$ cat src/rtl/register_file_bist_ctrl_pkg.sv
// Shared types for the register-file March C- BIST controller.
// Defines the sequencer states, the background bit patterns and the order of March elements.
package register_file_bist_ctrl_pkg;

  typedef enum logic [3:0] {
    ST_IDLE,
    ST_M0,
    ST_M1,
    ST_M2,
    ST_M3,
    ST_M4,
    ST_M5,
    ST_DRAIN,
    ST_DONE
  } regfile_bist_state_e;

  localparam logic BG0_BIT = 1'b0;
  localparam logic BG1_BIT = 1'b1;

  function automatic regfile_bist_state_e next_elem(input regfile_bist_state_e s);
    case (s)
      ST_M0:   return ST_M1;
      ST_M1:   return ST_M2;
      ST_M2:   return ST_M3;
      ST_M3:   return ST_M4;
      ST_M4:   return ST_M5;
      ST_M5:   return ST_DRAIN;
      default: return ST_IDLE;
    endcase
  endfunction

  function automatic logic elem_is_up(input regfile_bist_state_e s);
    return (s == ST_M0) || (s == ST_M1) || (s == ST_M2);
  endfunction

endpackage

$ cat src/rtl/register_file_bist_ctrl_addr_gen.sv
// Up/down sweep counter over addresses 1..2**ADDR_WIDTH-1. It wraps without ever emitting 0 and flags the last address.
// Latency: the address changes one cycle after i_init or i_step. There is no backpressure, and i_init takes priority over i_step.
module regfile_bist_addr_gen #(
  parameter int ADDR_WIDTH = 5
) (
  input  logic                  clk,
  input  logic                  rst_n,
  input  logic                  i_init,
  input  logic                  i_init_up,
  input  logic                  i_step,
  output logic [ADDR_WIDTH-1:0] o_addr,
  output logic                  o_last
);

  localparam logic [ADDR_WIDTH-1:0] A_MAX = '1;
  localparam logic [ADDR_WIDTH-1:0] A_MIN = ADDR_WIDTH'(1);

  logic [ADDR_WIDTH-1:0] r_addr;
  logic                  r_up;

  always_ff @(posedge clk or negedge rst_n) begin
    if (!rst_n) begin
      r_addr <= '0;
      r_up   <= 1'b1;
    end else if (i_init) begin
      r_up   <= i_init_up;
      r_addr <= i_init_up ? A_MIN : A_MAX;
    end else if (i_step) begin
      if (r_up) r_addr <= (r_addr == A_MAX) ? A_MIN : r_addr + A_MIN;
      else      r_addr <= (r_addr == A_MIN) ? A_MAX : r_addr - A_MIN;
    end
  end

  assign o_addr = r_addr;
  assign o_last = r_up ? (r_addr == A_MAX) : (r_addr == A_MIN);

endmodule

$ cat src/rtl/register_file_bist_ctrl.sv
// March C- BIST over register-file addresses 1..N-1. The first-fail log is built only when REGFILE_BIST_FAIL_LOG_EN is defined.
// Latency: 10*(N-1)+1 busy cycles from start_i to done_o. There is no backpressure: start_i is ignored while busy, and abort_i forces IDLE.
module register_file_bist_ctrl #(
  parameter int ADDR_WIDTH = 5,
  parameter int DATA_WIDTH = 32
) (
  input  logic                  clk,
  input  logic                  rst_n,
  input  logic                  start_i,
  input  logic                  abort_i,
  output logic                  busy_o,
  output logic                  done_o,
  output logic                  pass_o,
  output logic                  bist_o,
  output logic                  csn_t_o,
  output logic                  wen_t_o,
  output logic [ADDR_WIDTH-1:0] a_t_o,
  output logic [DATA_WIDTH-1:0] d_t_o,
  input  logic [DATA_WIDTH-1:0] q_t_i,
  output logic [ADDR_WIDTH-1:0] fail_addr_o,
  output logic [DATA_WIDTH-1:0] fail_data_o,
  output logic [7:0]            fail_cnt_o
);
  import register_file_bist_ctrl_pkg::*;

  localparam logic [DATA_WIDTH-1:0] BG0 = {DATA_WIDTH{BG0_BIT}};
  localparam logic [DATA_WIDTH-1:0] BG1 = {DATA_WIDTH{BG1_BIT}};

  regfile_bist_state_e   r_state;
  logic                  r_phase;
  logic                  r_cmp_vld;
  logic [DATA_WIDTH-1:0] r_exp;
  logic                  r_pass;

  logic                  w_busy;
  logic                  w_start;
  logic                  w_rw_elem;
  logic                  w_rd_cyc;
  logic                  w_wr_cyc;
  logic                  w_elem_end;
  logic                  w_init;
  logic                  w_init_up;
  logic                  w_step;
  logic                  w_last;
  logic                  w_miscmp;
  logic [ADDR_WIDTH-1:0] w_addr;
  logic [DATA_WIDTH-1:0] w_wr_bg;
  logic [DATA_WIDTH-1:0] w_rd_exp;

  assign w_busy    = !(r_state inside {ST_IDLE, ST_DONE});
  assign w_start   = !w_busy && start_i;
  assign w_rw_elem = r_state inside {ST_M1, ST_M2, ST_M3, ST_M4};
  // Read-then-write elements use phase 0 for the read and phase 1 for the write.
  assign w_rd_cyc  = (w_rw_elem && !r_phase) || (r_state == ST_M5);
  assign w_wr_cyc  = (w_rw_elem && r_phase) || (r_state == ST_M0);
  assign w_wr_bg   = (r_state inside {ST_M1, ST_M3}) ? BG1 : BG0;
  assign w_rd_exp  = (r_state inside {ST_M2, ST_M4}) ? BG1 : BG0;

  assign w_elem_end = w_last && (w_wr_cyc || (r_state == ST_M5));
  assign w_init     = w_start || (w_elem_end && (r_state != ST_M5));
  assign w_init_up  = w_start ? 1'b1 : elem_is_up(next_elem(r_state));
  assign w_step     = w_wr_cyc || (r_state == ST_M5);

  regfile_bist_addr_gen #(.ADDR_WIDTH(ADDR_WIDTH)) u_addr_gen (
    .clk       (clk),
    .rst_n     (rst_n),
    .i_init    (w_init),
    .i_init_up (w_init_up),
    .i_step    (w_step),
    .o_addr    (w_addr),
    .o_last    (w_last)
  );

  // q_t_i lags the read request by one cycle. Any write issued in that cycle has not landed yet.
  assign w_miscmp = r_cmp_vld && (q_t_i != r_exp);

  always_ff @(posedge clk or negedge rst_n) begin
    if (!rst_n) begin
      r_state   <= ST_IDLE;
      r_phase   <= 1'b0;
      r_cmp_vld <= 1'b0;
      r_exp     <= '0;
      r_pass    <= 1'b0;
    end else begin
      case (r_state)
        ST_IDLE, ST_DONE: begin
          if (start_i) begin
            r_state <= ST_M0;
            r_phase <= 1'b0;
            r_pass  <= 1'b1;
          end
        end
        ST_DRAIN: r_state <= ST_DONE;
        default: begin
          if (w_rw_elem) r_phase <= ~r_phase;
          if (w_elem_end) begin
            r_state <= next_elem(r_state);
            r_phase <= 1'b0;
          end
        end
      endcase
      if (w_busy && abort_i) begin
        r_state <= ST_IDLE;
        r_phase <= 1'b0;
      end
      r_cmp_vld <= w_rd_cyc && !abort_i;
      if (w_rd_cyc) r_exp <= w_rd_exp;
      if (w_miscmp) r_pass <= 1'b0;
    end
  end

  assign busy_o  = w_busy;
  assign bist_o  = w_busy;
  assign done_o  = (r_state == ST_DONE);
  assign pass_o  = (r_state == ST_DONE) && r_pass;
  assign csn_t_o = !(w_rd_cyc || w_wr_cyc);
  assign wen_t_o = !w_wr_cyc;
  assign a_t_o   = (w_rd_cyc || w_wr_cyc) ? w_addr : '0;
  assign d_t_o   = w_wr_cyc ? w_wr_bg : '0;

`ifdef REGFILE_BIST_FAIL_LOG_EN
  logic [ADDR_WIDTH-1:0] r_cmp_addr;
  logic [ADDR_WIDTH-1:0] r_fail_addr;
  logic [DATA_WIDTH-1:0] r_fail_data;
  logic [7:0]            r_fail_cnt;

  always_ff @(posedge clk or negedge rst_n) begin
    if (!rst_n) begin
      r_cmp_addr  <= '0;
      r_fail_addr <= '0;
      r_fail_data <= '0;
      r_fail_cnt  <= '0;
    end else begin
      if (w_rd_cyc) r_cmp_addr <= w_addr;
      if (w_start) begin
        r_fail_addr <= '0;
        r_fail_data <= '0;
        r_fail_cnt  <= '0;
      end else if (w_miscmp) begin
        if (r_fail_cnt == 8'd0) begin
          r_fail_addr <= r_cmp_addr;
          r_fail_data <= q_t_i;
        end
        if (r_fail_cnt != 8'hFF) r_fail_cnt <= r_fail_cnt + 8'd1;
      end
    end
  end

  assign fail_addr_o = r_fail_addr;
  assign fail_data_o = r_fail_data;
  assign fail_cnt_o  = r_fail_cnt;
`else
  assign fail_addr_o = '0;
  assign fail_data_o = '0;
  assign fail_cnt_o  = '0;
`endif

endmodule

$ cat config.mk
export PLATFORM = sky130hd
export DESIGN_NAME = register_file_bist_ctrl
export DESIGN_NICKNAME = d
export VERILOG_FILES = /design/src/rtl/register_file_bist_ctrl_pkg.sv /design/src/rtl/register_file_bist_ctrl_addr_gen.sv /design/src/rtl/register_file_bist_ctrl.sv
export SDC_FILE = /design/constraint.sdc
export NUM_CORES = 1
export LEC_CHECK = 0
export CORE_MARGIN = 1.5
export CORE_UTILIZATION = 40
export DETAILED_ROUTE_END_ITERATION = 12
export PLACE_DENSITY = 0.87
export SLEW_MARGIN = 40
export SYNTH_ARGS = -nofsm -noshare
export SYNTH_HDL_FRONTEND = slang
export SYNTH_SLANG_ARGS = --single-unit
$ cat constraint.sdc
create_clock -name clk -period 13 [get_ports clk]
set_input_delay 3.25 -clock clk [delete_from_list [all_inputs] [get_ports clk]]
set_output_delay 3.25 -clock clk [all_outputs]
set_load 0.01 [all_outputs]
==> results of run 1 <==
==> worst register-to-register path: stages, from the launching register on <==
cell,delay [ps]
dfrtp_1,470
ha_1,250
and3_2,210
ha_1,220
mux2i_2,340
nor3_4,80
a2111oi_2,370
o32a_1,180
==> cells in the mapped netlist (2+ instances only) <==
cell type   n
buf_4      78
nor2_1     20
nor3_1     15
dfrtp_1    13
a21oi_1     9
nand2_1     8
inv_1       7
nand2b_1    7
nand3_1     7
nor4_1      6
a31oi_1     5
nand4_1     5
o21ai_0     5
and2_1      4
buf_2       4
ha_1        4
a21o_1      3
buf_6       3
mux2i_1     3
nor3_4      2
o21a_1      2
o31ai_1     2
o31ai_2     2
or4_1       2
==> kinds of logic (layout without fill, tap and decap cells) <==
kind of cell               Yosys count  count (layout)  share of synthesized area (%)
AOI/OAI and AO/OA                   42              42                           17.2
xor gates and xnor gates             1               1                           1.41
other                                1              45                          0.192
DFF                                 14              14                           18.0
muxes                                4               4                           2.25
adders and majority gates            5               5                           3.08
and+or+nand+nor                     82              82                           23.5
buffers and inverters               93              90                           34.3
==> final timing paths <==
check | from | slack (ps) | depth (start not counted) | endpoint
worst min-delay path | r_cmp_vld$_DFF_PN0_ | 420 | 1 | r_pass$_DFFE_PN0P_
worst max-delay path | r_state[2]$_DFFE_PN0P_ | 7530 | 5 | a_t_o[1]
worst max register to register | u_addr_gen.o_addr[0]$_DFFE_PN0P_ | 10840 | 7 | r_phase$_DFFE_PN0P_
max in group asynchronous | rst_n | 9210 | 1 | r_state[3]$_DFFE_PN0P_
min in group asynchronous | rst_n | 3390 | 1 | r_phase$_DFFE_PN0P_
worst min register to register | r_cmp_vld$_DFF_PN0_ | 420 | 1 | r_pass$_DFFE_PN0P_
==> routing by layer <==
layer	global-route usage, %	part of all wire (%)
met5	0	0
met4	5.24	1.8
met3	3.18	7.9
met2	27.2	49
met1	17.5	41
==> registers in the layout (all words and copies together) (netlist names) <==
name               flops
u_addr_gen.o_addr      5
r_state                4
r_cmp_vld              1
r_exp                  1
r_pass                 1
r_phase                1
u_addr_gen.r_up        1
==> stage by stage <==
stage	setup WS (ps)	cells	total power [W]	hold WS (ps)	cell area, um2
global route	7370	350	0.000445	438	2400
floorplan	5920	286	0.000301	394	2110
global placement	7860	346	0.000359	399	2350
CTS	7530	350	0.000412	422	2400
detailed placement	7810	346	0.000366	414	2350
finish	7530	350	0.000410	421	2400
==> power breakdown <==
part / switching [W] / internal [W] / total [W]
Sequential: 0.0000399 / 0.0000625 / 0.000102
Clock: 0.0000173 / 0.0000269 / 0.0000443
Combinational: 0.000129 / 0.000135 / 0.000264
Total: 0.000186 / 0.000224 / 0.000410
==> final cells by class <==
cell class / instances / area (um2)
timing repair buffer: 79 / 788
sequential: 14 / 352
fill: 455 / 2320
clock buffer: 4 / 55.1
inverter: 7 / 26.3
tap: 67 / 83.8
multi-input combinational: 179 / 1100
==> summary.txt, run 1 <==
Run status
  – Status: complete, no violations

Clock network
  – Post-cts resize count: 0
  – Num CTS Buffers: 3
  – Clock Latency Late Sink: 260 ps
  – H-tree Lvls: 1
  – Hold_buf cts: 0
  – TritonCTS clock tree: built
  – Root Buffer: clkbuf_8
  – Setup bufs post-CTS: 0
  – Worst-path clk slew: 60 ps
  – Clock tree sinks: 14
  – Clk buf depth: 2

STA
  – Post-route setup TNS: 0 ps
  – Pins Over Slew Limit: 0
  – Tcrit/Tclk final: 42.1%
  – Final setup skew: 4.44 ps
  – Slew margin rel.: 47.4%
  – Post-layout min period: 5470 ps
  – Fmax: 0.183 GHz
  – Final setup fails: 0
  – Final hold viol count: 0
  – Unrepaired setup endpoints after global routing: no
  – Slew @ Worst Pin: 790 ps

Global route
  – Largest net degree at the start of global routing: 33
  – GRT Resource Usage Total: 15.0%
  – Initial antenna violation count: 0
  – First-pass GRT wire length: 6.30 mm
  – Global route overflow: 0
  – Vias in the first global route: 1,402

Floorplan
  – Starting density of the core: 41.3%
  – Boundary Pins: 124
  – Die W: 72.8 um
  – Core footprint: 4720 um2
  – Cell Rows: 25
  – Die area: 5300 um2
  – Die Span Y: 72.8 um

Run
  – Maxcap violations: 0

Synth
  – Area share of the largest cell type after synthesis: 30.0%
  – Yosys warnings: 0
  – Synth area leader: buf_4
  – Cell Area, Synth: 1950 um2
  – Netlist cell types: 50
  – Mapped Cells: 242
  – Main synth FF type: dfrtp_1
  – Syn Area/Cell: 8.06 um2
  – Yosys reg bits: 14
  – Area contributors post-synth: buf_4 30%, dfrtp_1 17%, nor2_1 3.9%
  – Seq/Total Area, Yosys: 18.0%
  – FFs w/ async S/R, synth: 100%
  – Post-synth EDFFs: 0

Layout
  – Final core utilization: 50.9%
  – Commonest non-fill, non-tap cell in the layout: clkdlybuf4s50_1
  – Ant diodes: 0
  – Layout area overhead: 23.4%
  – Share of layout cells above drive strength 1: 7.42%
  – Most frequent cells in the layout: 78 x clkdlybuf4s50_1, 45 x conb_1, 20 x nor2_1, 15 x nor3_1, 13 x dfrtp_1
  – # nets final: 324

Worst setup path
  – WP buf/inv: 2
  – Crit. End Element: output pin
  – Critical path's top delay family: buffers and inverters
  – Startpoint type of the worst setup path: register
  – WS Path Type: reg2out
  – Critical Path AT: 2220 ps
  – Crit path max fanout: 9
  – Worst EP required: 9750 ps
  – CP max stage cell: dfrtp_1
  – Max incr delay on CP: 640 ps
  – CP Cell Sequence: nor3_4 -> nor3_1 -> inv_1 -> nor2_1 -> clkdlybuf4s50_1

Routing
  – DR iter-0 viols: 66
  – Final ANT Viol Nets: 0
  – Via count of the routed design: 1,670
  – Drt pass-1 iters: 5
  – Wirelength per Cell: 11.8 um
  – Residual DRC: 0
  – Total Wirelength: 4.14 mm
  – Via density: 4.77

Power
  – Leak pwr: 0.971 nW
  – Peak supply drop: 0.000126 V
  – Pwr dens: 171 nW/um2

Worst hold path
  – Hold/Removal Path Class: reg2reg

Placement
  – HPWL after DPL: 3.35 mm
  – Port Buffer Count: 78
  – Final Wtd Congestion: 0.817
Power figures use the tool's default switching activity.
==> run 2: changes to the inputs <==
--- a/config.mk
+++ b/config.mk
@@ -6,9 +6,9 @@
 export NUM_CORES = 1
 export LEC_CHECK = 0
 export CORE_MARGIN = 1.5
-export CORE_UTILIZATION = 40
+export CORE_UTILIZATION = 34
 export DETAILED_ROUTE_END_ITERATION = 12
-export PLACE_DENSITY = 0.87
+export PLACE_DENSITY = 0.79
 export SLEW_MARGIN = 40
 export SYNTH_ARGS = -nofsm -noshare
 export SYNTH_HDL_FRONTEND = slang
==> constraint.sdc (replaced) <==
create_clock -name clk -period 5.03 [get_ports clk]
set_input_delay 1.2575 -clock clk [delete_from_list [all_inputs] [get_ports clk]]
set_output_delay 1.2575 -clock clk [all_outputs]
set_load 0.01 [all_outputs]
==> run 2 against run 1 <==
  * Cell area grew 0.68%
  * Clock-buffer cell count is the same
  * Register-to-register slack lost 8000 ps
  * Wire length shrank 2.4%
  * Largest cell class unchanged
  * Critical path type unchanged
==> summary.txt, run 2 (same netlist as run 1, synthesis figures left out) <==
Worst setup path
  – Reg2Reg Depth: 7 (unchanged)
  – CP Depth: 5 (unchanged)
  – Max incr delay on CP: 640 ps (about the same)
  – Crit. End Element: output pin (unchanged)
  – WS Path Type: reg2out (unchanged)
  – Crit path max fanout: 9 (unchanged)
  – CP max stage cell: dfrtp_1 (unchanged)
  – Critical Path AT: 2190 ps (was 2220 ps)
  – WP buf/inv: 2 (unchanged)
  – Critical path's top delay family: buffers and inverters (unchanged)
  – Worst EP required: 3770 ps (was 9750 ps)
  – Startpoint type of the worst setup path: register (unchanged)
  – CP Cell Sequence: nor3_4 -> nor3_1 -> inv_1 -> nor2_1 -> clkdlybuf4s50_1 (unchanged)

Clock network
  – Hold_buf cts: 0 (unchanged)
  – Root Buffer: clkbuf_8 (unchanged)
  – Worst-path clk slew: 60 ps (about the same)
  – Setup bufs post-CTS: 0 (unchanged)
  – Num CTS Buffers: 3 (unchanged)
  – Post-cts resize count: 0 (unchanged)
  – Clock tree sinks: 14 (unchanged)
  – Clock Latency Late Sink: 250 ps (was 260 ps)
  – TritonCTS clock tree: built (unchanged)
  – Clk buf depth: 2 (unchanged)
  – H-tree Lvls: 1 (unchanged)

Layout
  – # nets final: 324 (unchanged)
  – Max reg flops: 5 (unchanged)
  – Commonest non-fill, non-tap cell in the layout: clkdlybuf4s50_1 (unchanged)
  – Share of layout cells above drive strength 1: 7.77% (was 7.42%)
  – Ant diodes: 0 (unchanged)
  – Most frequent cells in the layout: 78 x clkdlybuf4s50_1, 45 x conb_1, 20 x nor2_1, 15 x nor3_1, 12 x dfrtp_1 (was 78 x clkdlybuf4s50_1, 45 x conb_1, 20 x nor2_1, 15 x nor3_1, 13 x dfrtp_1)
  – Layout area overhead: 24.2% (was 23.4%)
  – Final non-filler cell area: 2420 um2 (was 2400 um2)
  – Final-layout fill cell count: 528 (was 455)
  – Final core utilization: 44.0% (was 50.9%)

Floorplan
  – Die area: 6200 um2 (was 5300 um2)
  – Core footprint: 5510 um2 (was 4720 um2)
  – Cell Rows: 27 (was 25)
  – Die Span Y: 78.7 um (was 72.8 um)
  – Boundary Pins: 124 (unchanged)
  – Starting density of the core: 35.4% (was 41.3%)
  – Die W: 78.7 um (was 72.8 um)

Power
  – Net Sw Power: 0.000480 W (was 0.000186 W)
  – Comb pwr share: 64.2% (was 64.3%)
  – Seq pwr share: 25.3% (was 25.0%)
  – Total Power: 0.00106 W (was 0.000410 W)
  – Pwr dens: 438 nW/um2 (was 171 nW/um2)
  – Clock share of power: 10.5% (was 10.8%)
  – Internal power: 0.000580 W (was 0.000224 W)
  – Sw frac: 45.2% (was 45.4%)
  – Leak pwr: 0.970 nW (was 0.971 nW)
  – Peak supply drop: 0.000224 V (was 0.000126 V)

Global route
  – Vias in the first global route: 1,324 (was 1,402)
  – First-pass GRT wire length: 6.08 mm (was 6.30 mm)
  – Global route overflow: 0 (unchanged)
  – Largest net degree at the start of global routing: 33 (unchanged)
  – GRT Max-Usage Layer: met2 (unchanged)
  – Met2 Use GR: 20.1% (was 27.2%)
  – Met3 Usage GRT: 2.18% (was 3.18%)
  – Initial antenna violation count: 0 (unchanged)
  – Global routing usage on met1: 15.4% (was 17.5%)
  – GRT Resource Usage Total: 12.1% (was 15.0%)

Placement
  – Pre-CTS setup slack: 1800 ps (was 7810 ps)
  – HPWL after DPL: 3.17 mm (was 3.35 mm)
  – Port Buffer Count: 78 (unchanged)
  – Final Wtd Congestion: 0.851 (was 0.817)
  – DP Area: 2360 um2 (was 2350 um2)

STA
  – Slew @ Worst Pin: 685 ps (was 790 ps)
  – Final setup skew: 4.29 ps (was 4.44 ps)
  – Slew margin rel.: 54.2% (was 47.4%)
  – Post-route setup TNS: 0 ps (unchanged)
  – Pins Over Slew Limit: 0 (unchanged)
  – Tcrit/Tclk final: 68.5%
  – Post-layout min period: 3450 ps
  – Final hold viol count: 0 (unchanged)
  – Final worst slack: 1580 ps (was 7530 ps)
  – Fmax: 0.290 GHz
  – Final setup fails: 0 (unchanged)
  – Unrepaired setup endpoints after global routing: no (unchanged)

Routing
  – Via density: 4.66 (was 4.77)
  – Drt pass-1 iters: 4 (was 5)
  – Residual DRC: 0 (unchanged)
  – DR iter-0 viols: 47 (was 66)
  – Final ANT Viol Nets: 0 (unchanged)
  – Via count of the routed design: 1,655 (was 1,670)
  – Wirelength per Cell: 11.4 um (was 11.8 um)
  – Total Wirelength: 4.04 mm (was 4.14 mm)

Run status
  – Status: complete, no violations (unchanged)

Worst hold path
  – Hold/Removal Path Class: reg2reg (unchanged)
  – Hold-critical path depth: 1 (unchanged)

Run
  – Maxcap violations: 0 (unchanged)
run 2: cell counts in the layout (fill, tap and decap cells not counted):
Identical to the previous run, type by type.
run 2: final timing paths:
kind / slack, ps / endpoint / startpoint
worst min-delay path: 420 / r_pass$_DFFE_PN0P_ / r_cmp_vld$_DFF_PN0_
min in group asynchronous: 1420 / u_addr_gen.o_addr[0]$_DFFE_PN0P_ / rst_n
max in group asynchronous: 3130 / r_state[3]$_DFFE_PN0P_ / rst_n
worst max-delay path: 1580 / a_t_o[1] / r_state[2]$_DFFE_PN0P_
worst min register to register: 420 / r_pass$_DFFE_PN0P_ / r_cmp_vld$_DFF_PN0_
worst max register to register: 2820 / r_phase$_DFFE_PN0P_ / u_addr_gen.o_addr[0]$_DFFE_PN0P_
run 2: area by class of cell:
class	count	area, um2	area share, %
tap	72	90.1	3.72
timing repair buffer	79	788	32.6
multi-input combinational	179	1110	45.8
sequential	14	353	14.6
clock buffer	4	55.1	2.27
inverter	7	26.3	1.09
run 2: power by group through the flow:
stage                     registers, W  clock network, W  logic (W)
after floorplan               0.000197                 0   0.000581
after global placement        0.000265                 0   0.000666
after detailed placement      0.000268                 0   0.000680
after CTS                     0.000266          0.000114   0.000684
after global routing          0.000280          0.000119   0.000753
final                         0.000268          0.000112   0.000680
run 2: metrics by stage:
| stage | hold WS, ps | cells |
|---|---|---|
| 3_5_place_dp | 418 | 351 |
| 3_3_place_gp | 401 | 351 |
| 6_report | 415 | 355 |
| 5_1_grt | 431 | 355 |
| 2_1_floorplan | 394 | 286 |
| 4_1_cts | 420 | 355 |
run 2: worst register-to-register path, delay by kind of cell, from the launching register on:
| kind | cells | cell delay (ps) |
|---|---|---|
| AOI/OAI and AO/OA | 2 | 550 |
| adders and majority gates | 2 | 490 |
| DFF | 1 | 470 |
| muxes | 1 | 350 |
| and+or+nand+nor | 2 | 280 |
run 2: routing by layer:
| layer | part of all wire (%) | vias to the layer above |
|---|---|---|
| met2 | 48 | 87 |
| met3 | 8.0 | 9 |
| met4 | 2.2 | 0 |
| met5 | 0 | - |
| li1 | - | 809 |
| met1 | 41 | 750 |
